`config.mk`:
```
export PLATFORM = sky130hd
export DESIGN_NAME = fifo_scoreboard
export DESIGN_NICKNAME = d
export VERILOG_FILES = /design/src/rtl/fifo_tb_pkg.sv /design/src/rtl/fifo_model_mem.sv /design/src/rtl/fifo_scoreboard.sv
export SDC_FILE = /design/constraint.sdc
export NUM_CORES = 1
export LEC_CHECK = 0
export ABC_AREA = 1
export CORE_MARGIN = 2
export CORE_UTILIZATION = 40
export DETAILED_ROUTE_END_ITERATION = 7
export HOLD_SLACK_MARGIN = 0.08
export SYNTH_ARGS = -nofsm -noshare
export SYNTH_HDL_FRONTEND = slang
export SYNTH_SLANG_ARGS = --single-unit
```
`constraint.sdc`:
```
create_clock -name i_clk -period 3.2 [get_ports i_clk]
set_input_delay 0.8 -clock i_clk [delete_from_list [all_inputs] [get_ports i_clk]]
set_output_delay 0.8 -clock i_clk [all_outputs]
set_load 0.02 [all_outputs]
```
`src/rtl/fifo_tb_pkg.sv`:
```
// fifo_tb_pkg: fail-cause codes and default sizes shared by the FIFO bench, scoreboard and logger
package fifo_tb_pkg;
  localparam int DEF_DW = 8;
  localparam int DEF_DEPTH = 16;
  localparam logic [1:0] FAIL_NONE = 2'b00;
  localparam logic [1:0] FAIL_DATA = 2'b01;
  localparam logic [1:0] FAIL_FLAG = 2'b10;
  localparam logic [1:0] FAIL_BOTH = 2'b11;
endpackage

```
`src/rtl/fifo_model_mem.sv`:
```
// fifo_model_mem: golden FIFO storage with wrapping pointers, occupancy and registered full/empty
// Ports: i_clk, i_rst_n (sync, active-low); i_wr_en/i_wr_data and i_rd_en are snooped requests;
// o_ar = accepted read this edge; o_head = entry at the read pointer; o_count = occupancy;
// o_full/o_empty = registered model flags.
module fifo_model_mem import fifo_tb_pkg::*; #(
  parameter int DW = DEF_DW,
  parameter int DEPTH = DEF_DEPTH
) (
  input  logic                     i_clk,
  input  logic                     i_rst_n,
  input  logic                     i_wr_en,
  input  logic [DW-1:0]            i_wr_data,
  input  logic                     i_rd_en,
  output logic                     o_ar,
  output logic [DW-1:0]            o_head,
  output logic [$clog2(DEPTH):0]   o_count,
  output logic                     o_full,
  output logic                     o_empty
);
  localparam int AW = $clog2(DEPTH);
  logic [DW-1:0] r_mem [DEPTH];
  logic [AW-1:0] r_wp, r_rp;
  logic [AW:0] r_count, w_count_nx;
  logic r_full, r_empty, w_aw;
  // acceptance is judged against registered model flags, so a full model still accepts a read
  assign w_aw = i_wr_en && !r_full;
  assign o_ar = i_rd_en && !r_empty;
  assign w_count_nx = r_count + (AW+1)'(w_aw) - (AW+1)'(o_ar);
  assign o_head = r_mem[r_rp];
  assign o_count = r_count;
  assign o_full = r_full;
  assign o_empty = r_empty;
  always_ff @(posedge i_clk) begin
    if (!i_rst_n) begin
      r_wp <= '0;
      r_rp <= '0;
      r_count <= '0;
      r_full <= 1'b0;
      r_empty <= 1'b1;
    end else begin
      if (w_aw) r_wp <= r_wp + AW'(1);
      if (o_ar) r_rp <= r_rp + AW'(1);
      r_count <= w_count_nx;
      r_full <= w_count_nx == (AW+1)'(DEPTH);
      r_empty <= w_count_nx == '0;
    end
  end
  always_ff @(posedge i_clk) begin
    if (w_aw) r_mem[r_wp] <= i_wr_data;
  end
endmodule

```
`src/rtl/fifo_scoreboard.sv`:
```
// fifo_scoreboard: golden-model checker for a FIFO, emitting pass/fail strobes per compare
// Ports: i_clk, i_rst_n (sync, active-low); i_wr_en/i_wr_data, i_rd_en/i_rd_data,
// i_dut_full/i_dut_empty snooped from the DUT; o_pass_pulse/o_fail_pulse one-cycle strobes;
// o_fail_code cause (01 data, 10 flag, 11 both); o_exp_data last expected value;
// o_model_count golden occupancy; o_fail_seen sticky failure.
module fifo_scoreboard import fifo_tb_pkg::*; #(
  parameter int DW = DEF_DW,
  parameter int DEPTH = DEF_DEPTH,
  parameter int RD_LAT = 1,
  parameter int CHECK_FLAGS = 1
) (
  input  logic                     i_clk,
  input  logic                     i_rst_n,
  input  logic                     i_wr_en,
  input  logic [DW-1:0]            i_wr_data,
  input  logic                     i_rd_en,
  input  logic [DW-1:0]            i_rd_data,
  input  logic                     i_dut_full,
  input  logic                     i_dut_empty,
  output logic                     o_pass_pulse,
  output logic                     o_fail_pulse,
  output logic [1:0]               o_fail_code,
  output logic [DW-1:0]            o_exp_data,
  output logic [$clog2(DEPTH):0]   o_model_count,
  output logic                     o_fail_seen
);
  logic w_ar, w_full, w_empty, w_cmp_valid, w_derr, w_ferr;
  logic [DW-1:0] w_head, w_cmp_exp;
  logic [1:0] w_code;
  logic r_pass, r_fail, r_seen;
  logic [1:0] r_code;
  logic [DW-1:0] r_exp;
  fifo_model_mem #(.DW(DW), .DEPTH(DEPTH)) u_mem (
    .i_clk(i_clk),
    .i_rst_n(i_rst_n),
    .i_wr_en(i_wr_en),
    .i_wr_data(i_wr_data),
    .i_rd_en(i_rd_en),
    .o_ar(w_ar),
    .o_head(w_head),
    .o_count(o_model_count),
    .o_full(w_full),
    .o_empty(w_empty)
  );
  if (RD_LAT == 0) begin : g_lat0
    assign w_cmp_valid = w_ar;
    assign w_cmp_exp = w_head;
  end else begin : g_lat1
    // head is captured on the accepted read edge and compared one edge later
    logic r_valid_q;
    logic [DW-1:0] r_exp_q;
    always_ff @(posedge i_clk) begin
      if (!i_rst_n) begin
        r_valid_q <= 1'b0;
        r_exp_q <= '0;
      end else begin
        r_valid_q <= w_ar;
        if (w_ar) r_exp_q <= w_head;
      end
    end
    assign w_cmp_valid = r_valid_q;
    assign w_cmp_exp = r_exp_q;
  end
  // flags are checked against the model's pre-update state
  assign w_ferr = (CHECK_FLAGS != 0) && (i_dut_full != w_full || i_dut_empty != w_empty);
  assign w_derr = w_cmp_valid && (i_rd_data != w_cmp_exp);
  assign w_code = (w_derr && w_ferr) ? FAIL_BOTH : w_derr ? FAIL_DATA : w_ferr ? FAIL_FLAG : FAIL_NONE;
  always_ff @(posedge i_clk) begin
    if (!i_rst_n) begin
      r_pass <= 1'b0;
      r_fail <= 1'b0;
      r_code <= FAIL_NONE;
      r_exp <= '0;
      r_seen <= 1'b0;
    end else begin
      r_pass <= w_cmp_valid && !w_derr && !w_ferr;
      r_fail <= w_derr || w_ferr;
      r_code <= w_code;
      if (w_cmp_valid) r_exp <= w_cmp_exp;
      if (w_derr || w_ferr) r_seen <= 1'b1;
    end
  end
  assign o_pass_pulse = r_pass;
  assign o_fail_pulse = r_fail;
  assign o_fail_code = r_code;
  assign o_exp_data = r_exp;
  assign o_fail_seen = r_seen;
endmodule

```
# [Yosys cells after proc, flatten, opt, wreduce, memory -nomap -nowiden]
# Memories as Yosys holds them, arrays and structs flattened. A register that Yosys moved wholly into a read port is not among the register bits.
# Index checks and enable logic that the tools add are counted.
[totals] reg_bits=29 mem_bits_rw=128 in_bits=22 out_inout_bits=18 wordCells=39 n_memories=1
[memory_table] name="u_mem.r_mem" words=16 word_bits=8 read_ports=1 rd_ports_with_merged_regs=1 wr=1 line_no="fifo_model_mem.sv:21" source="logic [DW-1:0] r_mem [DEPTH];"
[classes] n_addsub=4 n_eq_ne=4 muxes=5 n_reduce_logical=14
[ops] operator="4-bit by 1-bit adder with 4-bit output, second input constant" count=2
[ops] operator="8-bit inequality test" count=1
[ops] operator="1-bit logical AND" count=6
[ops] operator="2-bit 2-to-1 mux" count=3
[ops] operator="5-bit by 1-bit adder with 5-bit output" count=1
[ops] operator="5-bit == test, second input constant" count=1
[ops] operator="1-bit zero test" count=5
[ops] operator="5-bit zero test" count=1
[ops] operator="5-bit by 1-bit subtractor with 5-bit output" count=1
[ops] operator="1-bit logical OR" count=2
[ops] operator="1-bit 2-to-1 mux" count=2
[ops] operator="1-bit inequality test" count=2

# [Longest topological paths before layout]
[logic_depth] ltp_word=5 depth_mapped=12 ltp_nobuf=11

# [By module]
# Synthesis repeated with hierarchy kept, for this count alone.
[hier_totals] hier_cells=773 hier_area_um2=7359.6
[by_module_without_submodules] module="fifo_model_mem" n_inst=1 cells_per_inst=657 area_per_inst_um2=6488.7
[by_module_without_submodules] module="fifo_scoreboard" n_inst=1 cells_per_inst=116 area_per_inst_um2=870.8

# [Worst setup path after synthesis]
# No wires, ideal clock.
[synth_timing] kind="in2reg" start="input i_rd_en" end="register u_mem.r_full (netlist: u_mem.o_full)" t_arrival_ps=2608 setup_slack_ps=514 cell_stages=12 cell_sequence="inv_1 > nor2_2 > buf_2 > ha_1 > inv_1 > ha_1 > inv_1 > fa_1 > o21ai_1 > xnor2_1 > inv_1 > nor3_1"
[synth_between] elab_chain_cells=3
[synth_lines] element="start: declaration" line_no="fifo_scoreboard.sv:16" source="input logic i_rd_en,"
[synth_lines] element="1-bit logical AND" line_no="fifo_model_mem.sv:27" source="assign o_ar = i_rd_en && !r_empty;"
[synth_lines] element="named net u_mem.o_ar" line_no="fifo_model_mem.sv:14" source="output logic o_ar,"
[synth_lines] element="5-bit by 1-bit subtractor with 5-bit output" line_no="fifo_model_mem.sv:28" source="assign w_count_nx = r_count + (AW+1)'(w_aw) - (AW+1)'(o_ar);"
[synth_lines] element="5-bit == test" line_no="fifo_model_mem.sv:44" source="r_full <= w_count_nx == (AW+1)'(DEPTH);"
[synth_lines] element="end signal: assignment" line_no="fifo_model_mem.sv:44"
[synth_lines] element="end: declaration" line_no="fifo_model_mem.sv:24" source="logic r_full, r_empty, w_aw;"
# The timed path passes the listed nets, and every way through them passes these cells.
# A chain may end at the register's enable or synchronous reset.

# [Final worst setup path]
[layout_timing] start="input i_rd_en" end="register u_mem.r_full (netlist: u_mem.o_full)"
[layout_between] elab_chain_cells=3
[layout_lines] element="1-bit logical AND" line_no="fifo_model_mem.sv:27"
[layout_lines] element="5-bit by 1-bit subtractor with 5-bit output" line_no="fifo_model_mem.sv:28"
[layout_lines] element="5-bit == test" line_no="fifo_model_mem.sv:44"
# Every way passes these cells.

==> results.py <==
metrics = {
    "outcome": {
        "status": "completed",
    },
    "timing": {
        "maxSlewHeadroom_pct": 26.7,
        "fin_crit_ns": 2.53,
        "slew_viol_final": 0,
        "fin_setup_tns_ns": 0,
        "setup_ws_ns": 0.665,
        "finalSetupViolCount": 0,
        "finalHoldViolCount": 0,
        "worstMarginPinSlew_ns": 1.10,
        "clock.fmax_ghz": 0.395,
        "finalClockSkew_ns": 0.00797,
        "fin_crit_sh_pct": 79.2,
        "rsz0062_at_grt": "false",
    },
    "route": {
        "wire_per_inst_um": 16.7,
        "num_vias": 4595,
        "drt-pass1-iter-count": 4,
        "drcViolationCount": 0,
        "totalWireLength_um": 15500,
        "via_per_inst": 4.97,
        "drt_iter0_drc": 377,
        "antenna_left": 0,
    },
    "critical_path": {
        "cp-start-kind": "input pin",
        "cp.arrival_ns": 2.88,
        "r2r_slack_ns": 1.17,
        "critPathKind": "input pin to register",
        "crit_fanout": 2,
        "cp-end-kind": "register",
        "cp_data_required_time_ns": 3.54,
    },
    "placed_design": {
        "dp_cells": 892,
        "dpl_cell_area_um2": 7420,
        "place_ws_ns": 0.221,
        "hpwl_um": 10100,
        "port_buffers": 39,
        "gp_congestion": 0.906,
    },
    "power_and_ir_drop": {
        "comb_power_share_pct": 20.8,
        "total_power_w": 0.00548,
        "power_density_nw_per_um2": 692,
        "ir_drop_mv": 0.368,
        "p_leak_nw": 3.05,
        "internal-power_w": 0.00387,
        "share_seq_of_total_power_pct": 46.3,
        "switchingPower_w": 0.00162,
        "p_sw_share_pct": 29.5,
        "pwr-share-clk_pct": 32.9,
    },
    "logic_synthesis": {
        "synth-edff-count": 128,
        "syn-cell-area_um2": 6880,
        "yosysTopAreaCellShare_pct": 55.9,
        "synth_simple_gate_area_share_pct": 21.9,
        "synth_top_family_by_area": "simple AND/OR/NAND/NOR gates",
        "yosys-mux-area-fraction_pct": 0,
        "synthAdderAreaFrac_pct": 2.11,
        "syn_inst": 650,
        "yosysMostFrequentCell": "nand2_1",
        "syn_area_per_cell_um2": 10.6,
        "ys_seq_area_share_pct": 66.7,
        "yosys.cell_types.count": 25,
        "synth-seq-cells": 165,
        "ys_async_sr_fraction_pct": 0,
        "synth_xor_area_share_pct": 1.27,
        "synth_ff_type": "edfxtp_1",
        "synth_area_leaders": "edfxtp_1 56%, dfxtp_1 11%, nand2_1 11%",
        "synth_top_cells_by_count": "196 x nand2_1, 128 x edfxtp_1, 108 x nand3_1",
        "synth_compound_area_share_pct": 2.55,
        "synth_top_cell_by_area": "edfxtp_1",
        "yosysWarnings": 0,
        "synth.net_count": 683,
    },
    "layout": {
        "n_fill_cell": 1556,
        "regArea_um2": 4590,
        "finalInstanceArea_um2": 7930,
        "final_cells": 924,
        "nets": 724,
        "multi_input_area_um2": 1910,
        "drive_gt1_share_pct": 7.53,
        "n_antenna_cell": 0,
        "syn2layout_area_growth_pct": 15.3,
    },
    "die": {
        "die_w_um": 135,
        "die_h_um": 135,
        "start_util_pct": 41.2,
        "ios": 40,
        "rows": 47,
        "fp.dieArea_um2": 18300,
        "core_um2": 16700,
    },
    "clock_network": {
        "clk_transition_reported_paths_ns": 0.06,
        "htree_levels": 4,
        "ctsLongestPathBuffers": 2,
        "cts.sinks": 165,
        "cts_root_buffer": "clkbuf_16",
        "cts_resized": 0,
        "cts_tree": "yes",
        "cts_buffers": 17,
        "postCtsSetupRepairBufs": 0,
        "cts-hold-fix-buffers": 0,
        "clk_latency_ns": 0.42,
    },
    "global_route": {
        "grt_pass1_vias": 4628,
        "grt_pass1_wl_um": 25000,
        "antenna_found_initial": 0,
        "grt.total_usage_pct": 18.3,
        "grt-ovfl-total": 0,
        "grt_max_degree": 67,
    },
    "job": {
        "cap_violations": 0,
    },
    "min_path": {
        "min_path_type": "register to register",
    },
}
worst paths after layout:
path,from,end,depth (start not counted)
hold reg to reg,g_lat1.r_exp_q[0]$_SDFFE_PN0P_,o_exp_data[0]$_SDFFE_PN0P_,2
setup reg to reg,u_mem.r_rp[0]$_SDFFE_PN0P_,g_lat1.r_exp_q[5]$_SDFFE_PN0P_,9
setup / recovery,i_rd_en,u_mem.o_full$_SDFF_PN0_,12
hold / removal,g_lat1.r_exp_q[0]$_SDFFE_PN0P_,o_exp_data[0]$_SDFFE_PN0P_,2
kinds of logic (layout without fill, tap and decap cells):
| family | Yosys count | count (layout) |
|---|---|---|
| compound gates | 35 | 35 |
| xor+xnor | 10 | 10 |
| simple gates | 358 | 358 |
| flops | 165 | 165 |
| buf+inv | 71 | 125 |
| fa+ha+maj | 11 | 11 |
power by group through the flow:
stage | Sequential, W | Combinational (W) | Clock (W)
2_1_floorplan | 0.00261 | 0.000761 | 0
3_3_place_gp | 0.00258 | 0.00111 | 0
3_5_place_dp | 0.00258 | 0.00114 | 0
4_1_cts | 0.00254 | 0.00114 | 0.00184
5_1_grt | 0.00256 | 0.00129 | 0.00192
6_report | 0.00254 | 0.00114 | 0.00181
stage by stage:
stage	hold WS (ns)	utilization [%]
after CTS	0.489	47.5
after global routing	0.514	47.5
after floorplan	0.456	-
final	0.482	47.5
after global placement	0.479	44.4
after detailed placement	0.477	44.4
state kept, by name, indices dropped and copies added (netlist names):
signal            cells
u_mem.o_empty         1
o_exp_data            8
u_mem.r_rp            4
u_mem.r_wp            4
u_mem.o_full          1
o_pass_pulse          1
g_lat1.r_exp_q        8
o_fail_seen           1
u_mem.o_count         5
u_mem.r_mem         128
o_fail_code           2
o_fail_pulse          1
g_lat1.r_valid_q      1
per-layer routing:
metal,global-route usage [%],wire (um)
met5,0,0
met4,6.31,279
met3,3.87,795
met2,30.3,7600
met1,24.1,6780
worst max-delay path, cell delays in order:
cell	delay, ns
clkdlybuf4s50_1	0.45
inv_1	0.04
nor2_2	0.10
ha_1	0.24
inv_1	0.06
ha_1	0.17
inv_1	0.06
fa_1	0.49
inv_1	0.05
nor2_1	0.09
nand4_1	0.13
nor3_1	0.19
layout by cell type (no fill, tap or decap), drive strengths merged, types with 4 or more instances in the layout:
master / n
a21oi: 22
buf: 13
clkbuf: 23
clkdlybuf4s50: 39
clkinv: 4
dfxtp: 37
edfxtp: 128
ha: 10
inv: 46
nand2: 196
nand3: 108
nor2: 44
o21ai: 13
xor2: 7
final cells by class:
class | count | area share, %
tap | 220 | 3.47
clock inverter | 9 | 0.647
sequential | 165 | 57.8
multi-input combinational | 414 | 24.1
timing repair buffer | 52 | 6.15
inverter | 41 | 1.97
clock buffer | 23 | 5.81
Note: power is estimated with default switching activity, not from simulation.
